<file path="src/rtl/multiword_add_pkg.sv">
// Shared types and constants for the multi-word add/subtract sequencer.
package multiword_add_pkg;

    localparam int unsigned WORD_W        = 32;
    localparam int unsigned MAX_WORDS_DEF = 4;

    typedef enum logic [1:0] {
        IDLE  = 2'd0,
        RUN   = 2'd1,
        FLUSH = 2'd2,
        FIN   = 2'd3
    } state_e;

    // Bitwise incrementer for small counters, so the shared CLA stays the only adder.
    function automatic logic [31:0] incr32(input logic [31:0] x);
        logic [31:0] r;
        logic        c;
        c = 1'b1;
        for (int i = 0; i < 32; i++) begin
            r[i] = x[i] ^ c;
            c    = x[i] & c;
        end
        return r;
    endfunction

endpackage

</file>
<file path="src/rtl/CLA_32bit.sv">
// 32-bit carry-lookahead adder: eight 4-bit groups with a group-level carry chain.
module CLA_32bit (
    input  logic [31:0] a,
    input  logic [31:0] b,
    input  logic        cin,
    output logic [31:0] sum,
    output logic        cout
);

    localparam int unsigned GRP_W = 4;
    localparam int unsigned N_GRP = 8;

    logic [31:0]      p;
    logic [31:0]      g;
    logic [31:0]      c;
    logic [N_GRP-1:0] gg;
    logic [N_GRP-1:0] gp;
    logic [N_GRP:0]   gc;

    always_comb begin
        p  = a ^ b;
        g  = a & b;
        c  = '0;
        gg = '0;
        gp = '0;
        gc = '0;
        // group generate/propagate
        for (int k = 0; k < N_GRP; k++) begin
            gp[k] = &p[GRP_W*k +: GRP_W];
            for (int j = 0; j < GRP_W; j++) begin
                gg[k] = g[GRP_W*k + j] | (p[GRP_W*k + j] & gg[k]);
            end
        end
        gc[0] = cin;
        for (int k = 0; k < N_GRP; k++) begin
            gc[k+1] = gg[k] | (gp[k] & gc[k]);
        end
        // bit carries inside each group from that group's carry-in
        for (int k = 0; k < N_GRP; k++) begin
            c[GRP_W*k] = gc[k];
            for (int j = 0; j < GRP_W - 1; j++) begin
                c[GRP_W*k + j + 1] = g[GRP_W*k + j] | (p[GRP_W*k + j] & c[GRP_W*k + j]);
            end
        end
        sum  = p ^ c;
        cout = gc[N_GRP];
    end

endmodule

</file>
<file path="src/rtl/multiword_add_seq.sv">
// Multi-precision add/subtract: streams 32-bit word pairs LSW first through one CLA,
// chaining the carry, and reports final carry, signed overflow and zero.
module multiword_add_seq
    import multiword_add_pkg::*;
#(
    parameter int unsigned MAX_WORDS = MAX_WORDS_DEF,
    parameter int unsigned CNT_W     = $clog2(MAX_WORDS + 1)
) (
    input  logic              clk,
    input  logic              rst,
    input  logic              cmd_valid,
    output logic              cmd_ready,
    input  logic [CNT_W-1:0]  cmd_nwords,
    input  logic              cmd_sub,
    input  logic              cmd_cin,
    input  logic              in_valid,
    output logic              in_ready,
    input  logic [WORD_W-1:0] in_a,
    input  logic [WORD_W-1:0] in_b,
    output logic              out_valid,
    input  logic              out_ready,
    output logic [WORD_W-1:0] out_sum,
    output logic              out_last,
    output logic              done,
    output logic              done_cout,
    output logic              done_ovf,
    output logic              done_zero
);

    state_e             state;
    state_e             state_nx;
    logic [CNT_W-1:0]   nwords_q;
    logic [CNT_W-1:0]   nwords_clamp;
    logic [CNT_W-1:0]   cnt;
    logic [CNT_W-1:0]   cnt_inc;
    logic               sub_q;
    logic               carry;
    logic               zero_acc;
    logic               ovf_reg;
    logic [WORD_W-1:0]  b_eff;
    logic [WORD_W-1:0]  sum;
    logic               cout;
    logic               accept;
    logic               cmd_fire;
    logic               last_word;
    logic               fin_from_idle;
    logic               fin_from_flush;

    assign nwords_clamp = (cmd_nwords > CNT_W'(MAX_WORDS)) ? CNT_W'(MAX_WORDS) : cmd_nwords;
    assign cnt_inc      = CNT_W'(incr32(32'(cnt)));
    assign last_word    = (cnt_inc == nwords_q);
    assign b_eff        = sub_q ? ~in_b : in_b;
    assign accept       = in_valid & in_ready;
    assign cmd_fire     = cmd_valid & cmd_ready;

    CLA_32bit u_cla (
        .a    (in_a),
        .b    (b_eff),
        .cin  (carry),
        .sum  (sum),
        .cout (cout)
    );

    always_ff @(posedge clk) begin
        if (rst) begin
            state <= IDLE;
        end else begin
            state <= state_nx;
        end
    end

    // Next state and handshake decode.
    always_comb begin
        state_nx       = state;
        cmd_ready      = 1'b0;
        in_ready       = 1'b0;
        fin_from_idle  = 1'b0;
        fin_from_flush = 1'b0;
        case (state)
            IDLE: begin
                cmd_ready = 1'b1;
                if (cmd_valid) begin
                    if (nwords_clamp == '0) begin
                        state_nx      = FIN;
                        fin_from_idle = 1'b1;
                    end else begin
                        state_nx = RUN;
                    end
                end
            end
            RUN: begin
                in_ready = !out_valid || out_ready;
                if (in_valid && in_ready && last_word) begin
                    state_nx = FLUSH;
                end
            end
            FLUSH: begin
                if (out_valid && out_ready && out_last) begin
                    state_nx       = FIN;
                    fin_from_flush = 1'b1;
                end
            end
            FIN: begin
                state_nx = IDLE;
            end
            default: begin
                state_nx = IDLE;
            end
        endcase
    end

    // Datapath: operation context, carry chain, result register and completion flags.
    always_ff @(posedge clk) begin
        if (rst) begin
            nwords_q  <= '0;
            sub_q     <= 1'b0;
            carry     <= 1'b0;
            zero_acc  <= 1'b0;
            ovf_reg   <= 1'b0;
            cnt       <= '0;
            out_valid <= 1'b0;
            out_sum   <= '0;
            out_last  <= 1'b0;
            done      <= 1'b0;
            done_cout <= 1'b0;
            done_ovf  <= 1'b0;
            done_zero <= 1'b0;
        end else begin
            if (cmd_fire) begin
                nwords_q <= nwords_clamp;
                sub_q    <= cmd_sub;
                carry    <= cmd_sub | cmd_cin;
                zero_acc <= 1'b1;
                ovf_reg  <= 1'b0;
                cnt      <= '0;
            end
            if (accept) begin
                out_sum   <= sum;
                out_valid <= 1'b1;
                out_last  <= last_word;
                carry     <= cout;
                zero_acc  <= zero_acc & (sum == '0);
                ovf_reg   <= (in_a[WORD_W-1] == b_eff[WORD_W-1]) & (sum[WORD_W-1] != in_a[WORD_W-1]);
                cnt       <= cnt_inc;
            end else if (out_valid && out_ready) begin
                out_valid <= 1'b0;
            end
            done <= fin_from_idle | fin_from_flush;
            if (fin_from_idle) begin
                done_cout <= cmd_sub | cmd_cin;
                done_ovf  <= 1'b0;
                done_zero <= 1'b1;
            end else if (fin_from_flush) begin
                done_cout <= carry;
                done_ovf  <= ovf_reg;
                done_zero <= zero_acc;
            end
        end
    end

endmodule

</file>
<file path="config.mk">
export PLATFORM = sky130hd
export DESIGN_NAME = multiword_add_seq
export DESIGN_NICKNAME = d
export VERILOG_FILES = /design/src/rtl/multiword_add_pkg.sv /design/src/rtl/CLA_32bit.sv /design/src/rtl/multiword_add_seq.sv
export SDC_FILE = /design/constraint.sdc
export NUM_CORES = 1
export LEC_CHECK = 0
export BUFFER_PORTS_ARGS = -buffer_cell sky130_fd_sc_hd__buf_2
export CORE_MARGIN = 4
export CORE_UTILIZATION = 41
export CTS_CLUSTER_DIAMETER = 120
export CTS_CLUSTER_SIZE = 16
export DETAILED_ROUTE_END_ITERATION = 10
export GPL_TIMING_DRIVEN = 0
export HOLD_SLACK_MARGIN = 0.06
export PLACE_DENSITY = 0.81
export SYNTH_ARGS = -nofsm -noshare
export SYNTH_HDL_FRONTEND = slang
export SYNTH_SLANG_ARGS = --single-unit
</file>
<file path="constraint.sdc">
create_clock -name clk -period 4.2 [get_ports clk]
set_input_delay 0 -clock clk [delete_from_list [all_inputs] [get_ports clk]]
set_output_delay 0 -clock clk [all_outputs]
set_load 0.01 [all_outputs]
</file>
After elaboration in Yosys (flattened, before gate mapping)
Cells that the tools add are included.
Storage, ports and cells
  bits in registers: 50
  output and inout port bits: 40
  word-level logic and storage cells: 200
Cells by class
  magnitude comparators: 1
  equality and inequality tests: 9
  mux-type cells: 28
  bitwise logic cells: 126
  reductions and logical operators: 22
Operator list (number)
  $xor A32 B32 Y32: 2
  $and A1 B1 Y1: 61
  $or A1 B1 Y1: 58
  $and A32 B32 Y32: 1
  $logic_not A32 Y1: 1
  $mux W32: 1
  $not A32 Y32: 1
  $reduce_and A4 Y1: 8
  $mux W1: 19
  $mux W3: 3
  $mux W2: 4
  $pmux W2 S4: 1
  $ne A2 B2 Y1 const B: 3
  $reduce_bool A2 Y1: 3
  $eq A2 B2 Y1 const B: 2
  $logic_and A1 B1 Y1: 4
  $eq A3 B3 Y1: 1
  $gt A3 B3 Y1 const B: 1
  $logic_not A3 Y1: 1
  $reduce_and A3 Y1: 1
  $eq A2 B1 Y1 const B: 1
  $logic_not A2 Y1: 1
  $reduce_or A2 Y1: 1
  $xor A1 B1 Y1: 2
  5 further kinds: 5

Longest topological paths before layout
  word-level depth: 32
  gate-level depth with buffers: 17

Hierarchy
A second synthesis with hierarchy kept.
Unflattened totals
  cells, all modules: 428
  area, all modules: 3900.0 sq um
By module, submodules not included
  multiword_add_seq: instances 1, cells an instance 300, area an instance 2516.2 sq um, seq. area each 1001.0 sq um
  CLA_32bit: instances 1, cells an instance 128, area an instance 1383.8 sq um, seq. area each 0.0 sq um

Worst setup path after synthesis
No wires, ideal clock.
  kind: register to register
  start point: register sub_q
  end point: register zero_acc
  setup time: 0.070 ns
  data arrival time: 4.175 ns
  data required time: 4.130 ns
  setup slack: -0.046 ns
  cell stages (with the launch flop): 18
  path buffers: 2
  clock period less this slack: 4.246 ns
  cells stage by stage: dfxtp_1 clkbuf_1 clkbuf_1 xor2_1 ha_1 nand2_1 o21ai_1 o211ai_1 nand2_1 o41ai_4 o21a_1 fa_1 fa_1 fa_1 nand4_1 nor4_1 nand4_1 a21oi_1
On the way
  word-level cells in the longest chain between the ends: 31
  elaborated cells between the ends (all ways): 118
RTL lines
  start: declaration: RTL line multiword_add_seq.sv:36  | logic sub_q;
  start signal: assignment: RTL line multiword_add_seq.sv:131  | sub_q <= cmd_sub;
  $mux W32 (*): RTL line multiword_add_seq.sv:52  | assign b_eff = sub_q ? ~in_b : in_b;
  $xor A32 B32 Y32 or $and A32 B32 Y32 (tied branches): RTL line CLA_32bit.sv:21, CLA_32bit.sv:22
  $and A1 B1 Y1: RTL line CLA_32bit.sv:31  | gg[k] = g[GRP_W*k + j] | (p[GRP_W*k + j] & gg[k]);
  $or A1 B1 Y1: RTL line CLA_32bit.sv:31
  $and A1 B1 Y1: RTL line CLA_32bit.sv:31
  $or A1 B1 Y1: RTL line CLA_32bit.sv:31
  $and A1 B1 Y1: RTL line CLA_32bit.sv:31
  $or A1 B1 Y1: RTL line CLA_32bit.sv:31
  [... 15 more ...]
  $and A1 B1 Y1: RTL line CLA_32bit.sv:42  | c[GRP_W*k + j + 1] = g[GRP_W*k + j] | (p[GRP_W*k + j] & c[GRP_W*k + j]);
  $or A1 B1 Y1: RTL line CLA_32bit.sv:42
  $and A1 B1 Y1: RTL line CLA_32bit.sv:42
  $or A1 B1 Y1: RTL line CLA_32bit.sv:42
  $xor A32 B32 Y32 (*): RTL line CLA_32bit.sv:45  | sum = p ^ c;
  $logic_not A32 Y1 (*): RTL line multiword_add_seq.sv:142  | zero_acc <= zero_acc & (sum == '0);
  $and A1 B1 Y1 (*): RTL line multiword_add_seq.sv:142
  $mux W1 (*): RTL line multiword_add_seq.sv:137  | if (accept) begin
  end signal: assignment: RTL line multiword_add_seq.sv:142
  end: declaration: RTL line multiword_add_seq.sv:38  | logic zero_acc;
Mark *: on every way between the ends. The rest lies on a longest branch, timed or not.
A chain may end at the register's enable or synchronous reset.

Worst setup path in the final report
Same ends and word-level chain as after synthesis.

==> results.md <==
- Peak supply drop: 0.0002076 V
- Core Area: 8806 um^2
- P&R area growth vs syn: 25.92%
- DP Wirelength: 8654 um
- Routed length per instance: 15.75 um
- Synth Register Bits: 50
- H-tree depth: 2
- Die Height: 103.5 um
- Top reg by flops: out_sum
- Final Slew Violations: 0
- Highest clock rate: 247.2 MHz
- Share of post-route cells with drive strength above 1: 27.05%
- Gate Count Post-Synth: 432
- Number of diodes: 0
- GPL Wtd Cong: 0.9099
- Crit-path max FO: 10
- IO buf count: 112
- Regs by FF count: out_sum x32, cnt x3, nwords_q x3
- Bufs on Longest Clock Path: 2
- Syn_nets: 566
- Syn_area_per_cell: 8.660 um^2
- First-pass DRT Iterations: 4
- Area share of the largest cell type after synthesis: 26.76%
- Max cap viols: 0
- Cell Count, Final, Fillers Out: 670
- Overall Global Routing Usage: 19.30%
- Crit Path Class: reg -> reg
- Synth cell count leaders: inv_1, dfxtp_1, a21oi_1, nand2_1, ha_1
- Run status: complete, no violations
- CP Capture Type: register
- Inserted Clock Buffers: 5
- Worst Tran Pin Value: 620.4 ps
- Most common cell in the netlist: inv_1
- Clock latency on the worst-skew pair: 300 ps
- Leading area contributor after synthesis: dfxtp_1
- Max reg flops: 32
- WL final: 10550 um
- Synth warnings: 0
- Synthesized area: 3741 um^2
- Placed Cells: 652
- Clock sink total: 50
- WP data arrival: 4280 ps
- FILL cells: 819
- Initial DRC count: 126
- Max-slew headroom: 58.64%
- Post-synth EDFFs: 0
- Final Hold Vio Count: 0
- Initial Util: 42.48%
- Row count: 34
- Largest net degree at the start of global routing: 16
- Fin crit period: 4046 ps
- I/O pin cnt: 114
- CTS tree: yes
- GRT Residual Overflow: 0
- Critical path data required time: 4430 ps
- Die area: 10720 um^2
- Final setup viols: 0
- Leakage: 2.339 nW
- Vias: 3553
- Vias per cell: 5.303
- Final Net Count: 695
- Synth cell types: 43
- Sequential share of the synthesized area: 26.76%
- Post-DRT Antenna Nets: 0
- Period utilisation layout: 96.32%
- Die width: 103.5 um
- Top FF cell, synth: dfxtp_1
- Antenna violations before repair: 0
- Vias in the first global route: 3570
- First-pass GRT wire length: 16970 um
- Area contributors post-synth: dfxtp_1, fa_1, ha_1
- Hold WS: 64.27 ps
- Power Density: 442.1 nW/um^2
- Fin Clk Skew: 10.61 ps
- Clk pin slew, worst setup/hold paths: 100 ps
- Post-route setup TNS: 0 ps
- DRC: 0
- Clk root buf: clkbuf_8
- Post-synth ARST share: 0%
- Crit start category: register
- Hold Path Class: in -> reg
per-layer routing:
layer	track usage [%]	part of all wire, %	vias to the layer above
li1	-	-	1709
met1	24.49	40	1661
met2	33.08	48	161
met3	3.545	9.1	22
met4	6.553	2.5	0
met5	0	0	-
worst max-delay path, cell delays in order, from the launching register on:
cell,delay (ps)
dfxtp_4,390
clkbuf_16,190
xor2_1,170
ha_1,320
nand3_1,100
o22ai_2,230
o2111ai_2,190
nand3b_4,140
a21oi_2,80
o21ba_1,210
fa_2,360
fa_2,370
fa_1,530
nand4_1,140
nor4_2,290
nand4_1,120
a21oi_1,130
path summary, 6_finish.rpt:
kind         depth (start not counted)  slack [ps]    endpoint        from
max                                 16         150    zero_acc       sub_q
min                                  3          60   done_cout     cmd_cin
max reg2reg                         16         150    zero_acc       sub_q
min reg2reg                          2         460  out_sum[7]  out_sum[7]
power by group:
part           total, mW  switching, mW  internal, mW  leakage [nW]
logic               1.19          0.689         0.503          1.89
clock network      0.278          0.160         0.118        0.0452
registers          0.613         0.0543         0.559         0.408
total               2.08          0.903          1.18          2.34
area by class of cell:
cell class / instances / area (um^2) / area share, %
Multi-Input combinational cell: 308 / 2521 / 53.52
Tap cell: 108 / 135.1 / 2.869
Inverter: 54 / 202.7 / 4.303
Timing Repair Buffer: 123 / 653.1 / 13.86
Sequential cell: 50 / 1005 / 21.33
Clock inverter: 2 / 13.76 / 0.2922
Buffer: 19 / 107.6 / 2.284
Clock buffer: 6 / 72.57 / 1.541
layout by cell type, fill, tap and decap left out, types with 5 or more instances in the layout:
| master | synthesis | layout |
|---|---|---|
| fa_2 | 0 | 5 |
| ha_1 | 36 | 36 |
| buf_4 | 0 | 8 |
| clkbuf_8 | 0 | 5 |
| dfxtp_1 | 50 | 49 |
| nand3_1 | 5 | 5 |
| nand2_1 | 38 | 38 |
| a211oi_1 | 26 | 26 |
| nand4_1 | 10 | 10 |
| nor3_1 | 5 | 5 |
| fa_1 | 24 | 19 |
| nor2_1 | 35 | 35 |
| clkbuf_1 | 11 | 10 |
| a21oi_1 | 39 | 38 |
| xnor2_1 | 11 | 11 |
| inv_1 | 54 | 54 |
| buf_2 | 5 | 115 |
| xor2_1 | 34 | 34 |
what timing repair did:
item / in CTS / in global routing
setup buffers: 0 / 7
endpoints found under the hold margin: 4 / 0
endpoints found under the setup margin: 8 / 2
pin swaps: 0 / 11
gates resized for setup: 12 / 11
hold buffers: 4 / 0
stage by stage:
stage / total power [mW] / cell area, um^2 / util (%) / worst slack [ps]
floorplan: 1.385 / 3742 / - / 135.4
global placement: 1.702 / 4438 / 50.40 / -462.0
detailed placement: 1.746 / 4438 / 50.40 / -545.8
CTS: 2.046 / 4609 / 52.34 / 21.28
global route: 2.256 / 4711 / 53.50 / -51.17
finish: 2.082 / 4711 / 53.50 / 154.5
logic make-up after synthesis:
logic type                 after synthesis  synth area share [%]
AOI/OAI and AO/OA                       89                 15.55
and+or+nand+nor                        110                 13.61
xor gates and xnor gates                45                 10.54
adders and majority gates               60                 24.88
muxes                                    4                 1.070
DFF                                     50                 26.76
buffers and inverters                   74                 7.592
Note: power is estimated with default switching activity, not from simulation.
